`config.mk`:
```
export PLATFORM = sky130hd
export DESIGN_NAME = mem_port_arbiter
export DESIGN_NICKNAME = d
export VERILOG_FILES = /design/src/rtl/mem_port_arbiter.sv
export SDC_FILE = /design/constraint.sdc
export NUM_CORES = 1
export LEC_CHECK = 0
export CAP_MARGIN = 15
export CORE_AREA = 4 4 104 106
export DETAILED_ROUTE_END_ITERATION = 8
export DIE_AREA = 0 0 108 110
export DONT_BUFFER_PORTS = 1
export SLEW_MARGIN = 5
export SYNTH_ARGS = -nofsm -noshare
export SYNTH_HDL_FRONTEND = slang
export SYNTH_SLANG_ARGS = --single-unit
```
`constraint.sdc`:
```
create_clock -name clk -period 2.7 [get_ports clk]
set_input_delay 0.54 -clock clk [delete_from_list [all_inputs] [get_ports clk]]
set_output_delay 0.54 -clock clk [all_outputs]
set_load 0.02 [all_outputs]
```
`src/rtl/mem_port_arbiter.sv`:
```
// Round-robin arbiter sharing one single-port slave between the ibus (read-only)
// and the dbus. The owner holds the slave for a whole transaction, and a stalled
// transaction is aborted with an error pulse after TIMEOUT cycles.
module mem_port_arbiter #(
  parameter int AW      = 32,
  parameter int DW      = 32,
  parameter int TIMEOUT = 16
) (
  input  logic          clk,
  input  logic          rst,
  input  logic          i_req,
  input  logic [AW-1:0] i_addr,
  output logic [DW-1:0] i_rdata,
  output logic          i_bdone,
  output logic          i_berr,
  input  logic          d_req,
  input  logic          d_we,
  input  logic [AW-1:0] d_addr,
  input  logic [DW-1:0] d_wdata,
  input  logic [1:0]    d_tsize,
  output logic [DW-1:0] d_rdata,
  output logic          d_bdone,
  output logic          d_berr,
  output logic          s_req,
  output logic          s_we,
  output logic [AW-1:0] s_addr,
  output logic [DW-1:0] s_wdata,
  output logic [1:0]    s_tsize,
  input  logic [DW-1:0] s_rdata,
  input  logic          s_bdone
);
  localparam int CW = $clog2(TIMEOUT + 1);

  typedef enum logic [1:0] {IDLE, OWN_I, OWN_D} state_e;

  state_e        state_q, state_d;
  logic          last_d_q, last_d_d;   // 1: dbus was the last owner
  logic [CW-1:0] cnt_q, cnt_d;
  logic          own_i, own_d, owned, tmo, fin;

  assign own_i = (state_q == OWN_I);
  assign own_d = (state_q == OWN_D);
  assign owned = own_i | own_d;
  // A slave done in the final cycle wins over the abort.
  assign tmo   = owned && (cnt_q == CW'(TIMEOUT - 1)) && !s_bdone;
  assign fin   = owned && (s_bdone || tmo);

  always_comb begin
    state_d  = state_q;
    last_d_d = last_d_q;
    case (state_q)
      IDLE: begin
        if (i_req && (!d_req || last_d_q)) state_d = OWN_I;
        else if (d_req)                    state_d = OWN_D;
      end
      OWN_I: begin
        if (fin) begin
          last_d_d = 1'b0;
          state_d  = d_req ? OWN_D : IDLE;
        end
      end
      OWN_D: begin
        if (fin) begin
          last_d_d = 1'b1;
          state_d  = i_req ? OWN_I : IDLE;
        end
      end
      default: state_d = IDLE;
    endcase
    // Every OWN entry comes from IDLE or a finishing cycle, so both clear.
    if (!owned || fin) cnt_d = '0;
    else               cnt_d = cnt_q + CW'(1);
  end

  always_ff @(posedge clk or posedge rst) begin
    if (rst) begin
      state_q  <= IDLE;
      last_d_q <= 1'b1;
      cnt_q    <= '0;
    end else begin
      state_q  <= state_d;
      last_d_q <= last_d_d;
      cnt_q    <= cnt_d;
    end
  end

  always_comb begin
    s_req   = owned;
    s_we    = own_d & d_we;
    s_addr  = own_i ? i_addr : (own_d ? d_addr : '0);
    s_wdata = own_d ? d_wdata : '0;
    s_tsize = own_i ? 2'b10 : (own_d ? d_tsize : 2'b00);
    i_bdone = own_i & fin;
    i_berr  = own_i & tmo;
    i_rdata = (own_i && s_bdone) ? s_rdata : '0;
    d_bdone = own_d & fin;
    d_berr  = own_d & tmo;
    d_rdata = (own_d && s_bdone) ? s_rdata : '0;
  end
endmodule

```
Yosys cells after proc, flatten, opt, wreduce, memory -nomap -nowiden

Index checks and enable logic that the tools add are counted.

Add/subtract/negate cells: 1
Multiply operators: 0
Div/mod/pow operators: 0
Magnitude comparators: 0
Equality and inequality tests: 6
Shift-type cells: 0
Mux-type cells: 18
Bitwise gates (word level): 6
Reduce and logical (&&, ||, !) cells: 16

Operators by type and width:

| kind                  | number |
|---|---|
| $mux W32              | 5 |
| $mux W2               | 7 |
| $logic_and A1 B1 Y1   | 6 |
| $pmux W2 S3           | 1 |
| $reduce_and A3 Y1     | 2 |
| $add A5 B1 Y5 const B | 1 |
| $and A1 B1 Y1         | 5 |
| $eq A5 B4 Y1 const B  | 1 |
| $mux W5               | 1 |
| $ne A2 B1 Y1 const B  | 2 |
| $logic_not A1 Y1      | 3 |
| $logic_or A1 B1 Y1    | 3 |
| $mux W1               | 3 |
| $ne A3 B3 Y1 const B  | 1 |
| $eq A2 B1 Y1 const B  | 1 |
| $eq A2 B2 Y1 const B  | 1 |
| $logic_not A2 Y1      | 1 |
| $pmux W1 S2           | 1 |
| $reduce_bool A2 Y1    | 1 |
| $or A1 B1 Y1          | 1 |

Register bits after elaboration: 8
Bits in latches: 0
Bits in writable memories: 0
ROM bits: 0
Bits of input ports: 136
Output and inout port bits: 136
Logic and storage cells: 50
Memories: 0

Logic depth before layout (Yosys ltp)

Depth after elaboration: 8
Gate-level depth with buffers: 7
Depth with buffers taken out: 7

Worst setup path before layout

Ideal clock, no wire load.

Path type: reg-to-output
Start point: register cnt_q[0]
End point: output i_bdone
Arrival time: 1386 ps
Data required time: 2160 ps
Path slack: 774 ps
Cell stages (with the launch flop): 6
Path buffers: 0
Cells stage by stage: dfrtp_1 > ha_1 > and3_1 > ha_1 > o21a_1 > and2_1

Cells in the longest elaborated chain, start to end: 6

Ends and longest elaborated chain:

| element                           | RTL line | RTL |
|---|---|---|
| from (decl)                       | 38       | `logic [CW-1:0] cnt_q, cnt_d;` |
| from (signal assigned)            | 83       | `cnt_q <= cnt_d;` |
| $eq A5 B4 Y1                      | 45       | `assign tmo = owned && (cnt_q == CW'(TIMEOUT - 1)) && !s_bdone;` |
| $logic_and A1 B1 Y1 (2 in series) | 45       |  |
| $logic_or A1 B1 Y1                | 46       | `assign fin = owned && (s_bdone \|\| tmo);` |
| $logic_and A1 B1 Y1               | 46       |  |
| $and A1 B1 Y1                     | 93       | `i_bdone = own_i & fin;` |
| to (decl)                         | 14       | `output logic i_bdone,` |

Every way passes these cells.

Worst setup path in the final report

Start point: register state_q[1]
End point: output s_addr[7]

Cells in the longest elaborated chain, start to end: 3
Elaborated cells on any way between the ends: 4
Classes of those cells: eq/ne: 2; mux: 2

Ends and longest elaborated chain:

| element                | RTL line | RTL |
|---|---|---|
| from (decl)            | 36       | `state_e state_q, state_d;` |
| from (signal assigned) | 81       | `state_q <= state_d;` |
| $eq A2 B2 Y1           | 42       | `assign own_d = (state_q == OWN_D);` |
| $mux W32               | 90       | `s_addr = own_i ? i_addr : (own_d ? d_addr : '0);` |
| $mux W32 (*)           | 90       |  |
| to (decl)              | 26       | `output logic [AW-1:0] s_addr,` |

Mark *: on every way between the ends. The rest lies on a longest branch, timed or not.

==> flow_metrics.env <==
export IMPL_synth_area_um2=1590
export IMPL_setup_viol_count_final=0
export IMPL_final_setup_tns_ns=0
export IMPL_worstPathRequired_ns=2.16
export IMPL_drtPass1Iterations=4
export IMPL_cap_violations=0
export IMPL_slew_viol_final=0
export IMPL_port_buffers=0
export IMPL_worst_pin_slew_ns=0.721
export IMPL_power_density_nw_per_um2=1140
export IMPL_viasPerCell=5.09
export IMPL_syn_avg_cell_area_um2=7.48
export IMPL_status="finished, final reports clean"
export IMPL_period_needed_ns=2.59
export IMPL_vias=1685
export IMPL_pwr_share_comb_pct=82.8
export IMPL_overflow=0
export IMPL_routed_wl_mm=7.79
export IMPL_synth_fa_ha_area_share_pct=4.74
export IMPL_synth_seq_cells=8
export IMPL_rows=36
export IMPL_multi_input_comb_area_um2=1200
export IMPL_grt_pass1_vias=1576
export IMPL_finalWeightedCongestion=0.709
export IMPL_async_flop_share_pct=100
export IMPL_startpoint_type="register"
export IMPL_final_cell_mix="67 x and3_1, 36 x and2_1, 31 x a22o_1"
export IMPL_rrSetupSlack_ns=0.94
export IMPL_internal_power_mw=0.678
export IMPL_finalHoldViolations=0
export IMPL_r2r_end="state_q[0]"
export IMPL_timing_fmax_ghz=0.387
export IMPL_hold_class="input pin to asynchronous set/reset pin"
export IMPL_clockRootBuffer="clkbuf_8"
export IMPL_syn_inst=212
export IMPL_fillers=1123
export IMPL_yosys_warnings=0
export IMPL_clkTransAtPathRegs_ns=0.04
export IMPL_yosys_area_share_xor_xnor_pct=1.10
export IMPL_drive_gt1_share_pct=9.64
export IMPL_place_area_um2=1640
export IMPL_cts_buffers=3
export IMPL_pwr_share_seq_pct=9.4
export IMPL_drc=0
export IMPL_clock_path_buffers=2
export IMPL_synth_cell_type_count=30
export IMPL_die_area_um2=11900
export IMPL_insertion_delay_ns=0.23
export IMPL_cts_hold_buf=0
export IMPL_p_leak_nw=0.925
export IMPL_htreeDepth=1
export IMPL_rsz0062_at_grt="false"
export IMPL_r2r_start="state_q[0]"
export IMPL_pwr_share_clk_pct=7.8
export IMPL_rr_worst_depth=7
export IMPL_ys_seq_area_share_pct=12.7
export IMPL_area_growth_syn_to_layout_pct=6.79
export IMPL_synth_compound_area_share_pct=22.7
export IMPL_io_pin_count=272
export IMPL_place_hpwl_mm=6.35
export IMPL_final_util_pct=17.3
export IMPL_cts_tree="done"
export IMPL_synthMuxAreaShare_pct=0
export IMPL_ctsResizeCount=0
export IMPL_yosys_area_share_simple_pct=46.3
export IMPL_grt_max_degree=72
export IMPL_start_util_pct=16.2
export IMPL_ant_nets=0
export IMPL_syn_num_nets=354
export IMPL_swShare_pct=64.9
export IMPL_final_net_count=340
export IMPL_post_cts_setup_buffers=0
export IMPL_register_area_um2=201
export IMPL_drt_iter0_markers=72
export IMPL_critPathKind="register to primary output"
export IMPL_ys_flop_type="dfrtp_1"
export IMPL_cts_sinks=8
export IMPL_design_area_um2=1690
export IMPL_grt_usage_pct=10.3
export IMPL_die_h_um=110
export IMPL_cp_max_fo=26
export IMPL_core_area_um2=9770
export IMPL_synth_top_family_by_area="simple AND/OR/NAND/NOR gates"
export IMPL_period_share_pct=95.8
export IMPL_arrival_ns=2.05
export IMPL_clock_skew_ns=0.00374
export IMPL_peakVddDrop_mv=0.338
export IMPL_synth_edff_count=0
export IMPL_dieWidth_um=108
export IMPL_post_drt_wl_per_cell_um=23.5
export IMPL_mostFrequentLayoutCell="and3_1"
export IMPL_power_switching_mw=1.25
export IMPL_grt_pass1_wl_mm=9.33
export IMPL_slew_headroom_pct=51.7
export IMPL_endpoint_kind="primary output"
export IMPL_antenna_found_initial=1
## stage by stage
step / instances / total power [mW] / setup WS [ns] / hold WS [ns]
after floorplan: 212 / 1.63 / 0.774 / 0.355
after global placement: 325 / 1.73 / 0.381 / 0.386
after detailed placement: 325 / 1.76 / 0.308 / 0.400
after CTS: 329 / 1.92 / 0.0559 / 0.154
after global routing: 331 / 2.06 / 0.0195 / 0.165
final: 331 / 1.93 / 0.115 / 0.144
## registers in the layout, indices dropped and copies added, names as in the netlist
signal    flops
state_q       2
last_d_q      1
cnt_q         5
## worst max-delay path, stage by stage, from the launching register on
cell and delay [ns]:
dfrtp_1 0.38, inv_1 0.08, ha_2 0.34, nor2b_2 0.64, a22o_1 0.37
## cell families after synthesis
logic type	count (synthesis)
XOR/XNOR	2
buffers and inverters	34
flip-flops	8
AND/OR/NAND/NOR	121
adder cells (fa/ha/maj)	6
AO/OA/AOI/OAI	41
## Yosys cell counts, types with 2 or more instances
cell	n	area (um^2)
a22o_1	31	272
a22o_2	2	20.0
inv_1	7	26.3
and3_1	67	419
dfrtp_1	7	175
clkbuf_2	2	10.0
buf_2	4	20.0
buf_8	3	45.0
buf_4	2	15.0
nand2_1	6	22.5
and2_1	36	225
nor2_1	6	22.5
buf_6	3	33.8
clkbuf_1	13	48.8
nand2b_1	3	18.8
ha_1	6	75.1
## worst max-delay path by stage
stage,from,endpoint,slack (ns),cells past startpoint
2_1_floorplan,cnt_q[0],i_bdone,0.77,5
3_3_place_gp,state_q[1],s_addr[26],0.38,5
3_5_place_dp,state_q[1],s_addr[26],0.31,5
4_1_cts,state_q[1],s_addr[26],0.06,5
5_1_grt,state_q[1],s_addr[27],0.02,4
6_report,state_q[1],s_addr[7],0.11,4
## per-layer routing
| metal | global-route usage, % | part of all wire [%] |
|---|---|---|
| met1 | 11.5 | 36 |
| met2 | 20.0 | 53 |
| met3 | 2.27 | 11 |
| met4 | 1.89 | 0.53 |
| met5 | 0 | 0 |
## power groups by stage
| stage | Sequential [mW] | Combinational (mW) | Clock (mW) |
|---|---|---|---|
| 2_1_floorplan | 0.176 | 1.45 | 0 |
| 3_3_place_gp | 0.179 | 1.55 | 0 |
| 5_1_grt | 0.186 | 1.71 | 0.158 |
| 3_5_place_dp | 0.183 | 1.58 | 0 |
| 4_1_cts | 0.181 | 1.59 | 0.154 |
| 6_report | 0.181 | 1.60 | 0.150 |
## area by class of cell
class                           instances  area share [%]
Antenna cell                            1           0.148
Clock buffer                            4            2.66
Inverter                                7            1.55
Multi-Input combinational cell        171            70.8
Sequential cell                         8            11.9
Tap cell                              133            9.83
Timing Repair Buffer                    7            3.10
(Power assumes the default switching activity.)
